`config.mk`:
```
export PLATFORM = sky130hd
export DESIGN_NAME = i2c_scl_gen
export DESIGN_NICKNAME = d
export VERILOG_FILES = /design/src/rtl/i2c_pkg.sv /design/src/rtl/i2c_sync.sv /design/src/rtl/i2c_scl_gen.sv
export SDC_FILE = /design/constraint.sdc
export NUM_CORES = 1
export LEC_CHECK = 0
export ABC_AREA = 1
export CORE_ASPECT_RATIO = 1.25
export CORE_MARGIN = 1.5
export CORE_UTILIZATION = 60
export CTS_CLUSTER_DIAMETER = 80
export DETAILED_ROUTE_END_ITERATION = 8
export PLACE_DENSITY_LB_ADDON = 0.2
export SLEW_MARGIN = 20
export SYNTH_ARGS = -nofsm -noshare
export SYNTH_HDL_FRONTEND = slang
export SYNTH_SLANG_ARGS = --single-unit
```
`constraint.sdc`:
```
create_clock -name clk -period 2.9 [get_ports clk]
set_clock_uncertainty 0.1 [all_clocks]
set_input_delay 0.58 -clock clk [delete_from_list [all_inputs] [get_ports clk]]
set_output_delay 0.58 -clock clk [all_outputs]
set_load 0.02 [all_outputs]
```
`src/rtl/i2c_pkg.sv`:
```
// Shared I2C definitions: SCL generator state encoding and default 100 kHz timing codes.
package i2c_pkg;

    typedef enum logic [1:0] {
        IDLE      = 2'd0,
        LOW       = 2'd1,
        WAIT_HIGH = 2'd2,
        HIGH      = 2'd3
    } state_t;

    localparam int CPU_CLK = 50_000_000;
    localparam int DIV_CLK = 100_000;

    // Low time is lo+1 clocks, high time hi+2 clocks, so these give a 50 % duty period.
    localparam int DEF_LO_CNT = (CPU_CLK / DIV_CLK) / 2 - 1;
    localparam int DEF_HI_CNT = (CPU_CLK / DIV_CLK) / 2 - 2;

endpackage

```
`src/rtl/i2c_sync.sv`:
```
// Multi-stage flip-flop synchroniser for open-drain pad readback; idles high like the bus.
module i2c_sync
    import i2c_pkg::*;
#(
    parameter int STAGES = 2
) (
    input  logic clk,
    input  logic rst,
    input  logic d,
    output logic q
);

    localparam int N = (STAGES < 2) ? 2 : STAGES;

    logic [N-1:0] sync_p;

    always_ff @(posedge clk or negedge rst) begin
        if (!rst) begin
            sync_p <= '1;
        end else begin
            sync_p <= {sync_p[N-2:0], d};
        end
    end

    assign q = sync_p[N-1];

endmodule

```
`src/rtl/i2c_scl_gen.sv`:
```
// I2C SCL timing generator: programmable low/high phases, clock-stretch detection and
// quarter-phase strobes for the bit engine's SDA launch and sample points.
module i2c_scl_gen
    import i2c_pkg::*;
#(
    parameter int CNT_W       = 16,
    parameter int SYNC_STAGES = 2,
    parameter int MIN_CNT     = 2
) (
    input  logic             clk,
    input  logic             rst,
    input  logic             en,
    input  logic [CNT_W-1:0] lo_cnt,
    input  logic [CNT_W-1:0] hi_cnt,
    input  logic             stretch_en,
    input  logic             scl_in,
    output logic             s_clk,
    output logic             scl_oe,
    output logic             strob_down,
    output logic             strob_up,
    output logic             strob_sda,
    output logic             strob_smp,
    output logic             stretching,
    output logic             busy
);

    localparam logic [CNT_W-1:0] MIN_Q    = CNT_W'(MIN_CNT);
    localparam logic [CNT_W-1:0] WAIT_THR = CNT_W'(SYNC_STAGES);
    localparam logic [CNT_W-1:0] ONE      = CNT_W'(1);

    function automatic logic [CNT_W-1:0] clamp_cnt(input logic [CNT_W-1:0] v);
        return (v < MIN_Q) ? MIN_Q : v;
    endfunction

    state_t           state_q, state_d;
    logic [CNT_W-1:0] cnt_q, cnt_d;
    logic [CNT_W-1:0] wcnt_q, wcnt_d;
    logic [CNT_W-1:0] lo_q, hi_q;
    logic             s_clk_d, down_d, up_d, latch;
    logic             scl_sync;

    i2c_sync #(
        .STAGES(SYNC_STAGES)
    ) u_sync (
        .clk(clk),
        .rst(rst),
        .d  (scl_in),
        .q  (scl_sync)
    );

    // Edge strobes are registered with s_clk so they line up with the level change.
    always_ff @(posedge clk or negedge rst) begin
        if (!rst) begin
            state_q    <= IDLE;
            cnt_q      <= '0;
            wcnt_q     <= '0;
            lo_q       <= MIN_Q;
            hi_q       <= MIN_Q;
            s_clk      <= 1'b1;
            strob_down <= 1'b0;
            strob_up   <= 1'b0;
        end else begin
            state_q    <= state_d;
            cnt_q      <= cnt_d;
            wcnt_q     <= wcnt_d;
            s_clk      <= s_clk_d;
            strob_down <= down_d;
            strob_up   <= up_d;
            if (latch) begin
                lo_q <= clamp_cnt(lo_cnt);
                hi_q <= clamp_cnt(hi_cnt);
            end
        end
    end

    always_comb begin
        state_d = state_q;
        cnt_d   = cnt_q;
        wcnt_d  = wcnt_q;
        s_clk_d = s_clk;
        down_d  = 1'b0;
        up_d    = 1'b0;
        latch   = 1'b0;
        case (state_q)
            IDLE: begin
                if (en) begin
                    latch   = 1'b1;
                    s_clk_d = 1'b0;
                    down_d  = 1'b1;
                    cnt_d   = '0;
                    state_d = LOW;
                end
            end
            LOW: begin
                if (cnt_q == lo_q) begin
                    s_clk_d = 1'b1;
                    cnt_d   = '0;
                    wcnt_d  = '0;
                    state_d = WAIT_HIGH;
                end else begin
                    cnt_d = cnt_q + ONE;
                end
            end
            WAIT_HIGH: begin
                if (!stretch_en || scl_sync) begin
                    up_d    = 1'b1;
                    cnt_d   = '0;
                    state_d = HIGH;
                end else if (wcnt_q != '1) begin
                    wcnt_d = wcnt_q + ONE;
                end
            end
            HIGH: begin
                if (cnt_q == hi_q) begin
                    cnt_d = '0;
                    if (en) begin
                        s_clk_d = 1'b0;
                        down_d  = 1'b1;
                        latch   = 1'b1;
                        state_d = LOW;
                    end else begin
                        state_d = IDLE;
                    end
                end else begin
                    cnt_d = cnt_q + ONE;
                end
            end
            default: begin
                state_d = IDLE;
            end
        endcase
    end

    // The readback lags s_clk by the synchroniser depth, so only a longer low counts as a stretch.
    always_comb begin
        strob_sda  = (state_q == LOW) && (cnt_q == (lo_q >> 1));
        strob_smp  = (state_q == HIGH) && (cnt_q == (hi_q >> 1));
        stretching = (state_q == WAIT_HIGH) && !scl_sync && (wcnt_q >= WAIT_THR);
        busy       = (state_q != IDLE);
        scl_oe     = ~s_clk;
    end

endmodule

```
* Word-level counts from Yosys, hierarchy flattened
Index checks and enable logic that the tools add are counted.
Widths: inputs -> output; s select.
** Operators by class
- Add/sub/neg operators :: 2
- $mul :: 0
- Div/mod/pow operators :: 0
- Order comparisons :: 3
- Eq/ne operators :: 14
- Shift operators :: 0
- Multiplexer cells :: 26
- Bitwise logic cells :: 1
- Reductions and logical operators :: 15
** Operators with widths (count)
- $mux 16 :: 9
- $pmux 16 s4 :: 1
- $add 16x1->16 const B :: 2
- $eq 16x15->1 :: 2
- $eq 16x16->1 :: 2
- $lt 16x2->1 const B :: 2
- $pmux 16 s2 :: 1
- $ge 16x2->1 const B :: 1
- $ne 16x16->1 const B :: 1
- $ne 2x2->1 const B :: 6
- $mux 1 :: 8
- $mux 2 :: 4
- $pmux 2 s4 :: 1
- $reduce_and 4->1 :: 2
- $eq 2x2->1 const B :: 2
- $logic_and 1x1->1 :: 4
- $reduce_bool 2->1 :: 2
- $pmux 1 s3 :: 1
- $reduce_and 3->1 :: 1
- $reduce_bool 3->1 :: 1
- $eq 2x1->1 const B :: 1
- $logic_not 1->1 :: 2
- $logic_not 2->1 :: 1
- $pmux 1 s2 :: 1
- 3 further kinds :: 3
** Word-level totals
- Bits in registers :: 71
- Latch bits :: 0
- RAM bits :: 0
- ROM bits :: 0
- Input bits :: 37
- Output and inout port bits :: 8
- Logic and storage cells :: 70
- Memories kept :: 0

* Logic depth before layout (Yosys ltp)
- Word-level depth :: 4
- Mapped depth :: 13
- Mapped depth without buffers :: 12

* Modules after synthesis
From an unflattened synthesis, not the netlist that was laid out.
** Unflattened totals
- Cell total of the unflattened synthesis :: 709
- Area total of the unflattened synthesis :: 4907.2 um2
** Modules (own cells, without submodules)
- i2c_scl_gen :: times used 1, cells an instance 707, area each 4854.7 um2
- i2c_sync :: times used 1, cells an instance 2, area each 52.6 um2

* Worst setup path after synthesis
OpenSTA, ideal clock, no wires.
- Kind :: register to output
- Start point :: reg state_q[1]
- End point :: out strob_sda
- Arrival :: 1.422 ns
- Required time :: 2.220 ns
- Slack :: 0.798 ns
- Stages on the path, launching flop included :: 7
- Path buffers :: 0
- Cell sequence :: dfrtp_1 inv_1 ha_1 o2111ai_1 nor3_1 nand2_1 nor2_1
** Between the ends
- Word-level cells in the longest chain between the ends :: 2
** RTL lines
- start, declared :: RTL line i2c_scl_gen.sv:35 : state_t state_q, state_d;
- start signal, assigned :: RTL line i2c_scl_gen.sv:63 : state_q <= state_d;
- $eq 2x1->1 :: RTL line i2c_scl_gen.sv:136 : strob_sda = (state_q == LOW) && (cnt_q == (lo_q >> 1));
- $logic_and 1x1->1 :: RTL line i2c_scl_gen.sv:136
- end, declared :: RTL line i2c_scl_gen.sv:21 : output logic strob_sda,
No other way between the ends.

* Worst setup path after layout
Ends and elaborated chain as after synthesis.

==> metrics.txt <==
Mean Syn Cell Area=between 6 and 7 sq um; Pre-antenna DRT Iters=7; Synthesized Nets=roughly 790; sequential area share after synthesis=35.4%; Total Neg Setup Slack=0 ps; HPWL Detailed=11300 um; worst skew pair latency=370 ps; Yosys reg bits=between 70 and 80; FFs w/ async S/R, synth=100%; Hold-fix buffers, CTS=0; HP Class=in -> async; Pleak=2.95 nW; initial antenna violation count=0; arrival time worst endpoint=a little over 2000 ps; Vias=about 5100; CP Capture Type=output pin; postcts setup bufs=0; vias in the first global route=4948; routability congestion estimate=a little over 1; min Tclk post-route=around 2700 ps; Synth Cell Area=5040 sq um; clock group share of total power=16.2%; internal cell power=2.41 mW; Chip Height=~110 um; CTS root buffer=clkbuf_8; Critical Path RT=~2200 ps; Sink Count=71; Layout area overhead=13.7%; ANT nets after route=0; Iter 0 DRT Violations=410; number of synthesized flops with an enable pin=0; I/O Pins=45; Initial Utilization=approximately three fifths; final WL=14900 um; nets@finish=approximately 830; Antenna Cells=0; crit-path max FO=4; IR drop worst, VDD=495 uV; P per Cell Area=833 nW/um^2; first-pass GRT wire length=24600 um; WL/cell=approximately 17 um; fin crit share=93.1%; FP Rows=37; Post-Syn Instances=744; CTS max path bufs=2; TritonCTS Buffers=9; clock tree from TritonCTS=done; RSZ-0062 raised after global routing=no; status=finished, violations left; Synth Warn #=0; layout cells sized above 1=13.1%; Core Area=8190 sq um; violated checks=DRC; GRT overflow=0; Fin. Hold Viols=0; Primary FF master, synth=dfrtp_1; Distinct cells, synth=38; Pwr Total=4.77 mW; final setup vio count=0; Slew Viols, Final=0; flip-flop and latch area=1790 sq um; Slew @ Worst Pin=about 450 ps; area of the multi-input gates=roughly 2700 sq um; largest net degree at the start of global routing=72; crit path kind=reg -> out; Port Buf Inserts=44; GR Util All Layers=a little over a third; Fmax achieved=371 MHz; Max Cap Viol=0; Psw=2.36 mW; Clock transition at path regs=approximately 90 ps; Comb pwr share=49.7%; H-tree Lvls=3; drt drc=4; sw frac=49.5%; die area=8960 sq um; via/cell ratio=5.72; relative slew slack=69.9%; sequential share of power=34.1%; crit path launch type=flip-flop; fillers=a little over 700; die width=85.0 um; Util after Layout=69.9%
[what timing repair did]
item | 4_1_cts | 5_1_grt
resized for setup | 8 | 2
endpoints found under the setup margin | 2 | 1
hold endpoints to repair | 0 | 0
[cells in the mapped netlist, types with 2 or more instances]
| cell | number | area (sq um) |
|---|---|---|
| nor2_1 | 71 | 267 |
| buf_6 | 5 | 56.3 |
| xnor2_1 | 2 | 17.5 |
| nand3_4 | 2 | 35.0 |
| ha_1 | 8 | 100 |
| buf_4 | 12 | 90.1 |
| buf_2 | 3 | 15.0 |
| nor3_1 | 8 | 40.0 |
| nand2_1 | 270 | 1010 |
| nand3_1 | 62 | 310 |
| o21ai_1 | 2 | 10.0 |
| inv_2 | 23 | 86.3 |
| nand2_2 | 22 | 138 |
| nor4_1 | 10 | 62.6 |
| clkbuf_1 | 5 | 18.8 |
| nand4_1 | 27 | 169 |
| o21a_1 | 2 | 15.0 |
| nand2_4 | 4 | 45.0 |
| o22ai_1 | 19 | 119 |
| dfrtp_1 | 66 | 1650 |
| a21oi_1 | 5 | 25.0 |
| dfstp_2 | 5 | 131 |
| inv_1 | 66 | 248 |
| and2_1 | 2 | 12.5 |
| o21bai_1 | 3 | 22.5 |
| nor2_2 | 5 | 31.3 |
| xor2_1 | 22 | 193 |
| o21ai_0 | 3 | 15.0 |
[final timing paths]
path	end	startpoint	depth (start not counted)	slack, ps
max	strob_sda	state_q[1]	7	200
min	wcnt_q[12]	rst	2	110
max reg2reg	wcnt_q[0]	cnt_q[4]	11	520
min reg2reg	u_sync.sync_p[1]	u_sync.sync_p[0]	0	270
max in group asynchronous	hi_q[1]	rst	2	2220
min in group clk	u_sync.sync_p[1]	u_sync.sync_p[0]	0	270
[stage by stage]
| step | cell area [sq um] | hold WS, ps | setup WS (ps) | std cells |
|---|---|---|---|---|
| finish | 5730 | 111 | 201 | 890 |
| CTS | 5720 | 146 | 28.7 | 890 |
| detailed placement | 5520 | 252 | 304 | 874 |
| global route | 5730 | 161 | 106 | 890 |
| global placement | 5520 | 247 | 295 | 874 |
| floorplan | 5040 | 184 | 798 | 744 |
[per-layer routing]
| layer | up-vias | global-route usage [%] | part of all wire (%) |
|---|---|---|---|
| met5 | - | 0 | 0 |
| li1 | 2455 | - | - |
| met2 | 216 | 59.0 | 49 |
| met1 | 2359 | 42.7 | 40 |
| met4 | 0 | 21.1 | 5.2 |
| met3 | 58 | 5.95 | 5.8 |
[flip-flops by register name (all words and copies together) (netlist names)]
| register | count |
|---|---|
| cnt_q | 16 |
| hi_q | 16 |
| lo_q | 16 |
| wcnt_q | 16 |
| state_q | 2 |
| u_sync.sync_p | 2 |
| s_clk | 1 |
| strob_down | 1 |
| strob_up | 1 |
[cell usage in the layout (no fill, tap or decap), types with 2 or more instances in the layout]
master             n
o21a_1             2
nand2_2           22
o21ai_0            3
nand3_1           62
nor2_2             6
nor4_1             9
xor2_1            22
nand3_4            2
ha_1               7
a21oi_1            5
xnor2_1            2
nor2_1            70
nand2_4            4
dfrtp_2            4
o21bai_1           3
o21ai_1            2
dfrtp_1           62
inv_1             66
and2_1             2
o22ai_1           19
nor3_1             7
clkdlybuf4s50_1   40
clkbuf_8           9
nand2_1          270
inv_2             23
dlygate4sd2_1      2
inv_6              3
clkinvlp_4         2
buf_4             14
nand4_1           27
nor3_2             2
dfstp_2            5
[cell families (layout without fill, tap and decap cells)]
kind of cell / count (synthesis) / after routing / share of synthesized area, %
simple gates: 486 / 486 / 42.7
buf+inv: 115 / 164 / 10.6
flops: 71 / 71 / 35.4
compound gates: 40 / 40 / 5.14
xor+xnor: 24 / 24 / 4.17
fa+ha+maj: 8 / 8 / 1.99
[final cells by class]
class                   count  share of cell area (%)
clock buffers               9                    2.16
clock inverters             7                    1.07
inverters                  89                    5.83
multi-input cells         558                    47.8
flip-flops and latches     71                    31.2
well taps                  97                    2.12
repair buffers             59                    9.79
[power groups by stage]
stage | registers [mW] | logic, mW | clock network (mW)
6_report | 1.63 | 2.37 | 0.772
5_1_grt | 1.65 | 2.63 | 0.809
4_1_cts | 1.61 | 2.35 | 0.781
3_5_place_dp | 1.63 | 2.33 | 0
3_3_place_gp | 1.63 | 2.27 | 0
2_1_floorplan | 1.53 | 1.75 | 0
[worst max-delay path, stage by stage (launching register included)]
cell           delay [ps]
dfrtp_1               440
inv_1                 140
ha_1                  180
o2111ai_1             130
nor3_2                190
nand2_1               110
nor2_1                120
dlygate4sd2_1         340
Power figures use the tool's default switching activity.
